==> src/rtl/qspi_tx_shift_reg.sv <==
// QSPI transmit shift register: serialises 1-4 bytes MSB first over 1, 2 or 4 lanes,
// advancing one beat per shift_en pulse from the SCLK generator.
module qspi_tx_shift_reg (
  input  logic        clk,
  input  logic        rst_n,
  input  logic        load,
  input  logic [31:0] data_in,
  input  logic [1:0]  num_bytes,
  input  logic        use_1_io_lines_in,
  input  logic        use_2_io_lines_in,
  input  logic        use_4_io_lines_in,
  input  logic        shift_en,
  input  logic        abort,
  output logic        ready,
  output logic        busy,
  output logic        done,
  output logic        qspi_io0_out,
  output logic        qspi_io1_out,
  output logic        qspi_io2_out,
  output logic        qspi_io3_out,
  output logic        qspi_io0_oe,
  output logic        qspi_io1_oe,
  output logic        qspi_io2_oe,
  output logic        qspi_io3_oe
);

  typedef enum logic {IDLE = 1'b0, SHIFT = 1'b1} state_e;
  typedef enum logic [1:0] {LANE1 = 2'd0, LANE2 = 2'd1, LANE4 = 2'd2} lane_e;

  state_e      state_q, state_d;
  lane_e       lane_q, lane_d;
  logic [31:0] shift_q, shift_d;
  logic [5:0]  cnt_q, cnt_d;
  logic        done_q, done_d;

  logic        modeValid;
  lane_e       loadLane;
  logic [5:0]  payloadBits;

  assign modeValid   = use_1_io_lines_in | use_2_io_lines_in | use_4_io_lines_in;
  assign payloadBits = {({1'b0, num_bytes} + 3'd1), 3'b000};

  always_comb begin
    if (use_1_io_lines_in)      loadLane = LANE1;
    else if (use_2_io_lines_in) loadLane = LANE2;
    else                        loadLane = LANE4;
  end

  always_comb begin
    state_d = state_q;
    lane_d  = lane_q;
    shift_d = shift_q;
    cnt_d   = cnt_q;
    done_d  = 1'b0;
    case (state_q)
      IDLE: begin
        if (load && modeValid) begin
          state_d = SHIFT;
          lane_d  = loadLane;
          // Left-justify so the first transmitted bit sits at bit 31.
          shift_d = data_in << {~num_bytes, 3'b000};
          case (loadLane)
            LANE1:   cnt_d = payloadBits;
            LANE2:   cnt_d = payloadBits >> 1;
            default: cnt_d = payloadBits >> 2;
          endcase
        end
      end
      SHIFT: begin
        if (abort) begin
          state_d = IDLE;
          shift_d = '0;
          cnt_d   = '0;
        end else if (shift_en) begin
          case (lane_q)
            LANE1:   shift_d = {shift_q[30:0], 1'b0};
            LANE2:   shift_d = {shift_q[29:0], 2'b00};
            default: shift_d = {shift_q[27:0], 4'b0000};
          endcase
          cnt_d = cnt_q - 6'd1;
          if (cnt_q == 6'd1) begin
            state_d = IDLE;
            done_d  = 1'b1;
          end
        end
      end
      default: state_d = IDLE;
    endcase
  end

  always_ff @(posedge clk or negedge rst_n) begin
    if (!rst_n) begin
      state_q <= IDLE;
      lane_q  <= LANE1;
      shift_q <= '0;
      cnt_q   <= '0;
      done_q  <= 1'b0;
    end else begin
      state_q <= state_d;
      lane_q  <= lane_d;
      shift_q <= shift_d;
      cnt_q   <= cnt_d;
      done_q  <= done_d;
    end
  end

  // Pins are driven only while shifting; unused lanes stay low and undriven.
  always_comb begin
    qspi_io0_out = 1'b0;
    qspi_io1_out = 1'b0;
    qspi_io2_out = 1'b0;
    qspi_io3_out = 1'b0;
    qspi_io0_oe  = 1'b0;
    qspi_io1_oe  = 1'b0;
    qspi_io2_oe  = 1'b0;
    qspi_io3_oe  = 1'b0;
    if (state_q == SHIFT) begin
      case (lane_q)
        LANE1: begin
          qspi_io0_out = shift_q[31];
          qspi_io0_oe  = 1'b1;
        end
        LANE2: begin
          qspi_io1_out = shift_q[31];
          qspi_io0_out = shift_q[30];
          qspi_io0_oe  = 1'b1;
          qspi_io1_oe  = 1'b1;
        end
        default: begin
          qspi_io3_out = shift_q[31];
          qspi_io2_out = shift_q[30];
          qspi_io1_out = shift_q[29];
          qspi_io0_out = shift_q[28];
          qspi_io0_oe  = 1'b1;
          qspi_io1_oe  = 1'b1;
          qspi_io2_oe  = 1'b1;
          qspi_io3_oe  = 1'b1;
        end
      endcase
    end
  end

  assign ready = (state_q == IDLE);
  assign busy  = (state_q == SHIFT);
  assign done  = done_q;

endmodule

==> config.mk <==
export PLATFORM = sky130hd
export DESIGN_NAME = qspi_tx_shift_reg
export DESIGN_NICKNAME = d
export VERILOG_FILES = /design/src/rtl/qspi_tx_shift_reg.sv
export SDC_FILE = /design/constraint.sdc
export NUM_CORES = 1
export LEC_CHECK = 0
export CAP_MARGIN = 20
export CORE_ASPECT_RATIO = 0.6
export CORE_UTILIZATION = 35
export DETAILED_ROUTE_END_ITERATION = 12
export GPL_ROUTABILITY_DRIVEN = 0
export GPL_TIMING_DRIVEN = 0
export PLACE_DENSITY = 0.56
export SYNTH_ARGS = -nofsm -noshare
export SYNTH_HDL_FRONTEND = slang
export SYNTH_SLANG_ARGS = --single-unit
==> constraint.sdc <==
create_clock -name clk -period 2.85 [get_ports clk]
set_clock_uncertainty 0.15 [all_clocks]
set_input_delay 0.285 -clock clk [delete_from_list [all_inputs] [get_ports clk]]
set_output_delay 0.285 -clock clk [all_outputs]
set_load 0.01 [all_outputs]
======== Yosys cells after proc, flatten, opt, wreduce, memory -nomap -nowiden ========
Index checks and enable logic that the tools add are counted.
word-level totals
  register bits after elaboration ......... 42
  latch bits .............................. 0
  bits in writable memories ............... 0
  memory bits (read-only) ................. 0
  input port bits ......................... 42
  output and inout bits ................... 11
  word-level logic and storage cells ...... 57
  memories kept ........................... 0
cells by class
  $add $sub $neg .......................... 2
  multipliers ............................. 0
  divide/modulo/power cells ............... 0
  $lt $le $gt $ge ......................... 0
  eq/ne operators ......................... 5
  shift-type cells ........................ 1
  muxes and demuxes ....................... 34
  bitwise logic cells ..................... 4
  reduce and logical (&&, ||, !) cells .... 6
operators by type and width
  operator                                                number
  case mux 32 bit (2 select lines)                        2
  two-way mux 32 bit                                      3
  << shifter 32 x 5 -> 32 bit                             1
  case mux 6 bit (2 select lines)                         2
  two-way mux 1 bit                                       19
  two-way mux 6 bit                                       3
  equality test 6 x 1 -> 1 bit (second input constant)    1
  case mux 1 bit (2 select lines)                         3
  subtractor 6 x 1 -> 6 bit (second input constant)       1
  equality test 2 x 1 -> 1 bit (second input constant)    2
  zero test 2 bit                                         2
  two-way mux 2 bit                                       2
  AND reduction 2 bit                                     2
  adder 2 x 1 -> 3 bit (second input constant)            1
  inequality test 3 bit (second input constant)           1
  inequality test 2 x 1 -> 1 bit (second input constant)  1
  inverter 2 bit                                          1
  OR 1 bit                                                2
  OR reduction 2 bit                                      1
  logical AND 1 bit                                       1
  inverter 1 bit                                          1

======== Logic depth before layout (Yosys ltp) ========
Gate-level depths: netlist of the first run.
  word-level depth ........................ 6
  mapped depth ............................ 7
  mapped depth without buffers ............ 5

======== Worst setup path after synthesis of the first run ========
No wires, ideal clock.
  path kind ............................... flip-flop to output port
  start point ............................. reg state_q (netlist: busy)
  end point ............................... out qspi_io3_oe
  arrival time ............................ 1.221 ns
  data required time ...................... 2.415 ns
  setup slack ............................. 1.194 ns
  stages on the path, launching flop included .. 6
  buffers on the path ..................... 3
  cells stage by stage .................... dfrtp_1 -> buf_4 -> inv_1 -> buf_2 -> nor2_1 -> buf_4
between the ends
  cells in the longest elaborated chain, start to end .. 1
ends and longest elaborated chain
  what                      RTL line  RTL
  start: declaration        30        state_e state_q, state_d;
  start signal: assignment  99        state_q <= state_d;
  two-way mux 1 bit         -
  end: declaration          24        output logic qspi_io3_oe
No other way between the ends.

======== Worst setup path in the final report of the first run ========
  start point ............................. reg lane_q[1]
  end point ............................... out qspi_io1_out
between the ends
  cells in the longest elaborated chain, start to end .. 3
  elaborated cells between the ends (all ways) .. 4
  those cells by class .................... eq/ne: 1; mux: 2; reduce/logical: 1
ends and longest elaborated chain
  what                                                             RTL line  RTL
  start: declaration                                               31        lane_e lane_q, lane_d;
  start signal: assignment                                         100       lane_q <= lane_d;
  equality test 2 x 1 -> 1 bit or zero test 2 bit (tied branches)  118       case (lane_q)
  case mux 1 bit (2 select lines) *                                118
  two-way mux 1 bit *                                              117       if (state_q == SHIFT) begin
  end: declaration                                                 18        output logic qspi_io1_out,
Every way passes the cells marked *; elsewhere a longest branch is shown, timed or not.

==> impl_results.md, run 1 <==
- Outcome: finished clean
- Category of the critical setup timing path: register to output port
- TritonCTS clock tree: yes
- Slew headroom: 60.0%
- Category of the worst setup path capture point: output port
- Number of global-route vias before repair: 2798
- Clock input transition at the sequential cells of the worst setup and hold paths: 70 ps
- Number of hold violations in the final report: 0
- Final setup viols: 0
- Number of antenna violations at the first check in global routing: 0
- Number of ports placed on the die boundary: 53
- Highest Clock Rate: 369 MHz
- Met2 capacity usage during global routing: 31.6%
- DRT iter0 DRCs: 323
- Lkg Pwr: 1.60 nW
- Die Footprint: 0.00942 mm²
- PostCTS Resize Cnt: 0
- Number of flops mapped to enable cells by yosys: 0
- Number of antenna-violating nets in the routed design: 0
- Worst slack at placement: 499 ps
- Arrival time of the worst setup path: 2270 ps
- Cell area after synthesis: 0.00316 mm²
- DR WL/cell: 20.7 µm
- Detailed-placement wirelength estimate: 8.28 mm
- Reg-to-reg startpoint: cnt_q[2]
- Core area: 0.00862 mm²
- Number of CTS-inserted buffers: 5
- Drt via density: 5.94
- Transition at the pin with the smallest max-transition slack: 599 ps
- Global-route met1 utilization: 38.3%
- Effective utilization at floorplan: 36.6%
- Maximum fanout count along the critical path: 10
- Number of cell instances on the worst register-to-register path: 3
- Capture point of the worst path: qspi_io1_out
- Post-synthesis to final-layout area growth: 28.0%
- Die height: 75.6 µm
- Site Rows: 26
- Flip-flop cell with the highest count after synthesis: dfrtp_1
- CTS root buffer: clkbuf_16
- Total number of clock tree sinks: 42
- Maximum vdd drop: 0.331 mV
- Total cell area at the placement stage: 0.00383 mm²
- Post-synth cell types: 42
- Overflow left after global routing: 0
- Worst setup path startpoint: lane_q[1]
- Worst-skew pair later-pin latency: 290 ps
- Smallest setup slack after layout: 141 ps
- Post-Syn Nets: 400
- Detailed-router iteration count before antenna repair: 5
- Reg2reg end: busy
- Max-cap violations: 0
- Cell area after layout: 0.00404 mm²
- Aggregate global-route resource usage: 23.8%
- Flops & latches, synth: 42
- Number of levels in the clock H-tree: 2
- NumNets Final: 461
- Register-to-register setup slack: 1090 ps
- PwrDens: 758 mW/mm²
- Buffer count from post-CTS setup fixing: 0
- RSZ-0062 raised after global routing: false
- Number of buffers on the longest clock path: 2
- Proportion of layout cells with a drive suffix above 1: 13.2%
- Synthesized area per cell: 8.90 µm²
- Max-slew violations: 0
- Mapped Cells: 355
- Crit path required time: 2410 ps
- Final wirelength: 10.9 mm
- Die Wd: 125 µm
- Setup tns final: 0 ps
- Port Buffers: 52
- Maximum number of pins on one net before global-route repair: 29
- Kind of launch point of the worst setup path: register
- Global-route met3 utilization: 4.99%
- Proportion of register bits with asynchronous set or reset after synthesis: 100%
- Total number of yosys warnings: 0
- Final critical-path required period: 2710 ps
- Total DRC errors in the routed layout: 0
- Highest-utilization routing layer at the global route stage: met1
- Final worst-path cycle share: 95.0%
- Antenna diode count: 0
- Global-route wire length before repair: 16.8 mm
- Sequential share of the synthesized area: 33.3%
- Total vias in the final route: 3143
- Type of the most critical hold path: input pin to async pin
-- layout make-up --
cell class / instances / area (µm²)
plain buffers: 37 / 228
clock buffers: 6 / 139
fillers: 815 / 4580
repair buffers: 54 / 546
well taps: 112 / 140
clock inverters: 2 / 60.1
multi-input cells: 270 / 1860
inverters: 6 / 22.5
flip-flops and latches: 42 / 1050
-- placed cells by master (no fill, tap or decap), types with 8 or more instances in the layout --
cell             count
o211ai_1            18
o21a_1              15
buf_2               18
buf_4                8
clkdlybuf4s50_1     51
a22oi_1              9
a31oi_1             12
nor2_1              23
o21ai_0             20
dfrtp_1             42
mux2i_1             32
a211oi_1            17
nand2_1             28
a21oi_1             11
o221ai_1            16
mux2_2               9
nor2b_1             17
-- kinds of logic after synthesis --
| group | count (synthesis) | share of synthesized area [%] |
|---|---|---|
| AOI/OAI and AO/OA | 134 | 29.5 |
| adders and majority gates | 3 | 1.19 |
| buffers and inverters | 43 | 7.92 |
| DFF | 42 | 33.3 |
| muxes | 42 | 14.1 |
| and+or+nand+nor | 91 | 14.1 |
-- per-layer routing --
metal	share of wire (%)	wire length, µm
met5	0	0
met1	53	5820
met2	38	4170
met4	0.90	99
met3	7.8	852
-- cells in the mapped netlist, types with 4 or more instances --
master | instances | area share, %
inv_1 | 6 | 0.71
a22oi_1 | 9 | 2.1
a31oi_1 | 12 | 2.4
o21a_1 | 15 | 3.6
dfrtp_1 | 42 | 33
nor2b_1 | 17 | 3.4
buf_6 | 5 | 1.8
a21oi_1 | 11 | 1.7
o211ai_1 | 18 | 4.3
nor2_1 | 23 | 2.7
o221ai_1 | 16 | 4.4
clkbuf_1 | 7 | 0.83
nor3_1 | 5 | 0.79
mux2i_1 | 32 | 10
mux2_2 | 9 | 3.2
buf_4 | 8 | 1.9
a22o_1 | 4 | 1.1
o21ai_1 | 4 | 0.63
o21ai_0 | 20 | 3.2
a211oi_1 | 17 | 4.0
nand2_1 | 28 | 3.3
buf_2 | 17 | 2.7
-- how the worst min path moves through the flow --
stage	start	end	slack [ps]	cells after the start
2_1_floorplan	rst_n	busy	-160	0
3_3_place_gp	cnt_q[5]	done	350	1
3_5_place_dp	rst_n	shift_q[12]	70	1
4_1_cts	rst_n	shift_q[12]	300	2
5_1_grt	rst_n	shift_q[11]	340	2
6_report	rst_n	shift_q[24]	290	2
-- registers in the layout (all words and copies together) (netlist names) --
name / cells
busy: 1
cnt_q: 6
done: 1
lane_q: 2
shift_q: 32
-- through the flow --
step	util (%)	power (mW)	std cells	hold slack, ps
2_1_floorplan	-	1.83	355	-161
3_3_place_gp	44.3	2.25	519	349
3_5_place_dp	44.5	2.26	520	74.4
4_1_cts	46.9	3.05	529	304
5_1_grt	46.9	3.23	529	338
6_report	46.9	3.06	529	294
-- worst max-delay path: stages, from the launching register on --
cell and delay, ps:
dfrtp_1 350, buf_2 180, inv_1 130, clkbuf_1 470, nand3_1 140, a21oi_1 170
clkdlybuf4s50_1 540
-- power by group --
part | switching (mW) | total, mW | internal, mW
clock | 0.248 | 0.774 | 0.526
sequential | 0.239 | 1.04 | 0.799
combinational | 0.671 | 1.25 | 0.581
total | 1.16 | 3.06 | 1.91
-- timing repair --
item / in CTS / in global routing
hold buffers: 1 / 0
endpoints found under the hold margin: 14 / 0
endpoints found under the setup margin: 0 / 0
Note: power is estimated with default switching activity, not from simulation.
==> run 2: changes to the inputs <==
- CTS_CLUSTER_DIAMETER: default -> 60
==> results of run 2 <==
No change in the layout: final DEF, timing and power equal those of run 1.
==> run 3: changes to the inputs <==
- CORE_UTILIZATION: 35 -> 58
- PLACE_DENSITY: 0.56 -> 0.86
==> run 3 against run 2 <==
Net effect:
- utilization rose by 29 points
- total power fell by 8.6%
- combinational power barely moved
- die area fell by 39%
- worst hold slack got worse by 130 ps
- critical path type unchanged
==> impl_results.md, run 3 (synthesis results as in run 1) <==
- Effective utilization at floorplan: 61.3%
- PwrDens: 719 mW/mm²
- Number of levels in the clock H-tree: 2
- Crit path required time: 2410 ps
- Lkg Pwr: 1.55 nW
- Final worst-path cycle share: 95.2%
- Total vias in the final route: 3334
- Total of fill cells in the finished design: 393
- Multi-input logic area: 0.00186 mm²
- Final setup viols: 0
- Slew headroom: 64.6%
- Transition at the pin with the smallest max-transition slack: 532 ps
- Buffer count from post-CTS setup fixing: 0
- Detailed-placement wirelength estimate: 7.73 mm
- Max FFs per register: 32
- Highest Clock Rate: 369 MHz
- DRT iter0 DRCs: 586
- Worst-skew pair later-pin latency: 300 ps
- Commonest non-fill, non-tap cells in the layout: 51 x clkdlybuf4s50_1, 42 x dfrtp_1, 32 x mux2i_1
- Maximum fanout count along the critical path: 10
- Reg2reg end: shift_q[26]
- Category of the critical setup timing path: register to output port
- Final critical-path required period: 2710 ps
- Total cell area at the placement stage: 0.00378 mm²
- Aggregate global-route resource usage: 37.0%
- Reg-to-reg startpoint: busy
- CTS root buffer: clkbuf_8
- Register-to-register setup slack: 1010 ps
- Die Footprint: 0.00576 mm²
- Register with the most flip-flops: shift_q
- Proportion of layout cells with a drive suffix above 1: 12.7%
- Final wirelength: 10.5 mm
- Site Rows: 20
- Post-synthesis to final-layout area growth: 23.2%
- Clk network pwr share: 16.9%
- Share of power burned in registers: 37.3%
- Arrival time of the worst setup path: 2280 ps
- Die Wd: 97.3 µm
- Total number of clock tree sinks: 42
- Number of hold-repair buffers added at the cts stage: 1
- Registers with the most flip-flops: shift_q (32), cnt_q (6), lane_q (2)
- Setup tns final: 0 ps
- Clock input transition at the sequential cells of the worst setup and hold paths: 80 ps
- Total DRC errors in the routed layout: 0
- Number of CTS-inserted buffers: 5
- Fraction of power spent switching nets: 41.4%
- Outcome: finished clean
- Net switching component of the power: 1.16 mW
- Core occupancy in the finished layout: 75.5%
- Type of the most critical hold path: input pin to async pin
- Max-slew violations: 0
- Number of ports placed on the die boundary: 53
- Detailed-router iteration count before antenna repair: 6
- Maximum number of pins on one net before global-route repair: 41
- Commonest non-fill, non-tap cell in the layout: clkdlybuf4s50_1
- Number of hold violations in the final report: 0
- Die height: 59.2 µm
- Antenna diode count: 0
- Combined flip-flop and latch cell area: 0.00105 mm²
- Drt via density: 6.90
- Internal power: 1.64 mW
- Number of buffers on the longest clock path: 2
- Core area: 0.00515 mm²
- Maximum vdd drop: 0.424 mV
- Port Buffers: 52
- Number of global-route vias before repair: 3007
- Category of the worst setup path capture point: output port
- Number of antenna violations at the first check in global routing: 0
- Kind of launch point of the worst setup path: register
- Global-route wire length before repair: 16.1 mm
- Number of antenna-violating nets in the routed design: 0
- PostCTS Resize Cnt: 0
- Fraction of power consumed by combinational cells: 45.7%
- Cell area after layout: 0.00389 mm²
- NumNets Final: 461
- RSZ-0062 raised after global routing: false
- Max-cap violations: 0
- Overflow left after global routing: 0
- TritonCTS clock tree: yes
- Number of cell instances on the worst register-to-register path: 6
- DR WL/cell: 21.7 µm
run 3: layer usage:
| metal | vias to the layer above | wire length, µm | part of all wire, % | GRT usage [%] |
|---|---|---|---|---|
| met5 | - | 0 | 0 | 0 |
| met4 | 0 | 321 | 3.1 | 11.3 |
| met3 | 42 | 1780 | 17 | 12.0 |
| met2 | 296 | 3970 | 38 | 51.2 |
| met1 | 1541 | 4410 | 42 | 54.8 |
| li1 | 1455 | - | - | - |
run 3: worst max-delay path, cell delays in order, from the launching register on:
cell and delay, ps:
dfrtp_1 360, buf_2 190, inv_1 130, clkbuf_1 440
nand3_1 150, a21oi_1 170, clkdlybuf4s50_1 550
run 3: stage by stage:
stage / cells / power (mW) / setup slack (ps) / hold slack (ps)
floorplan: 355 / 1.83 / 1190 / -161
global placement: 473 / 2.22 / 257 / 369
detailed placement: 474 / 2.27 / 509 / -54.4
CTS: 483 / 2.74 / 174 / 161
global route: 483 / 2.93 / 15.3 / 173
finish: 483 / 2.80 / 138 / 162
run 3: how the worst max path moves through the flow:
stage	endpoint	slack [ps]	cells past startpoint	startpoint
CTS	qspi_io1_out	170	6	lane_q[1]
detailed placement	qspi_io1_out	510	6	lane_q[1]
global route	qspi_io1_out	20	6	lane_q[1]
global placement	busy	260	1	rst_n
finish	qspi_io1_out	140	6	lane_q[1]
floorplan	qspi_io3_oe	1190	5	busy
run 3: layout make-up:
cell class	count	share of cell area [%]
repair buffers	54	14.0
flip-flops and latches	42	27.0
inverters	6	0.578
well taps	66	2.12
plain buffers	37	5.85
clock inverters	1	0.771
multi-input cells	270	47.7
clock buffers	7	1.96
run 3: power by group through the flow:
| stage | clock (mW) | sequential (mW) | combinational [mW] |
|---|---|---|---|
| final | 0.474 | 1.05 | 1.28 |
| after global routing | 0.495 | 1.06 | 1.37 |
| after CTS | 0.474 | 1.02 | 1.24 |
| after detailed placement | 0 | 1.04 | 1.24 |
| after global placement | 0 | 1.03 | 1.19 |
| after floorplan | 0 | 0.954 | 0.872 |
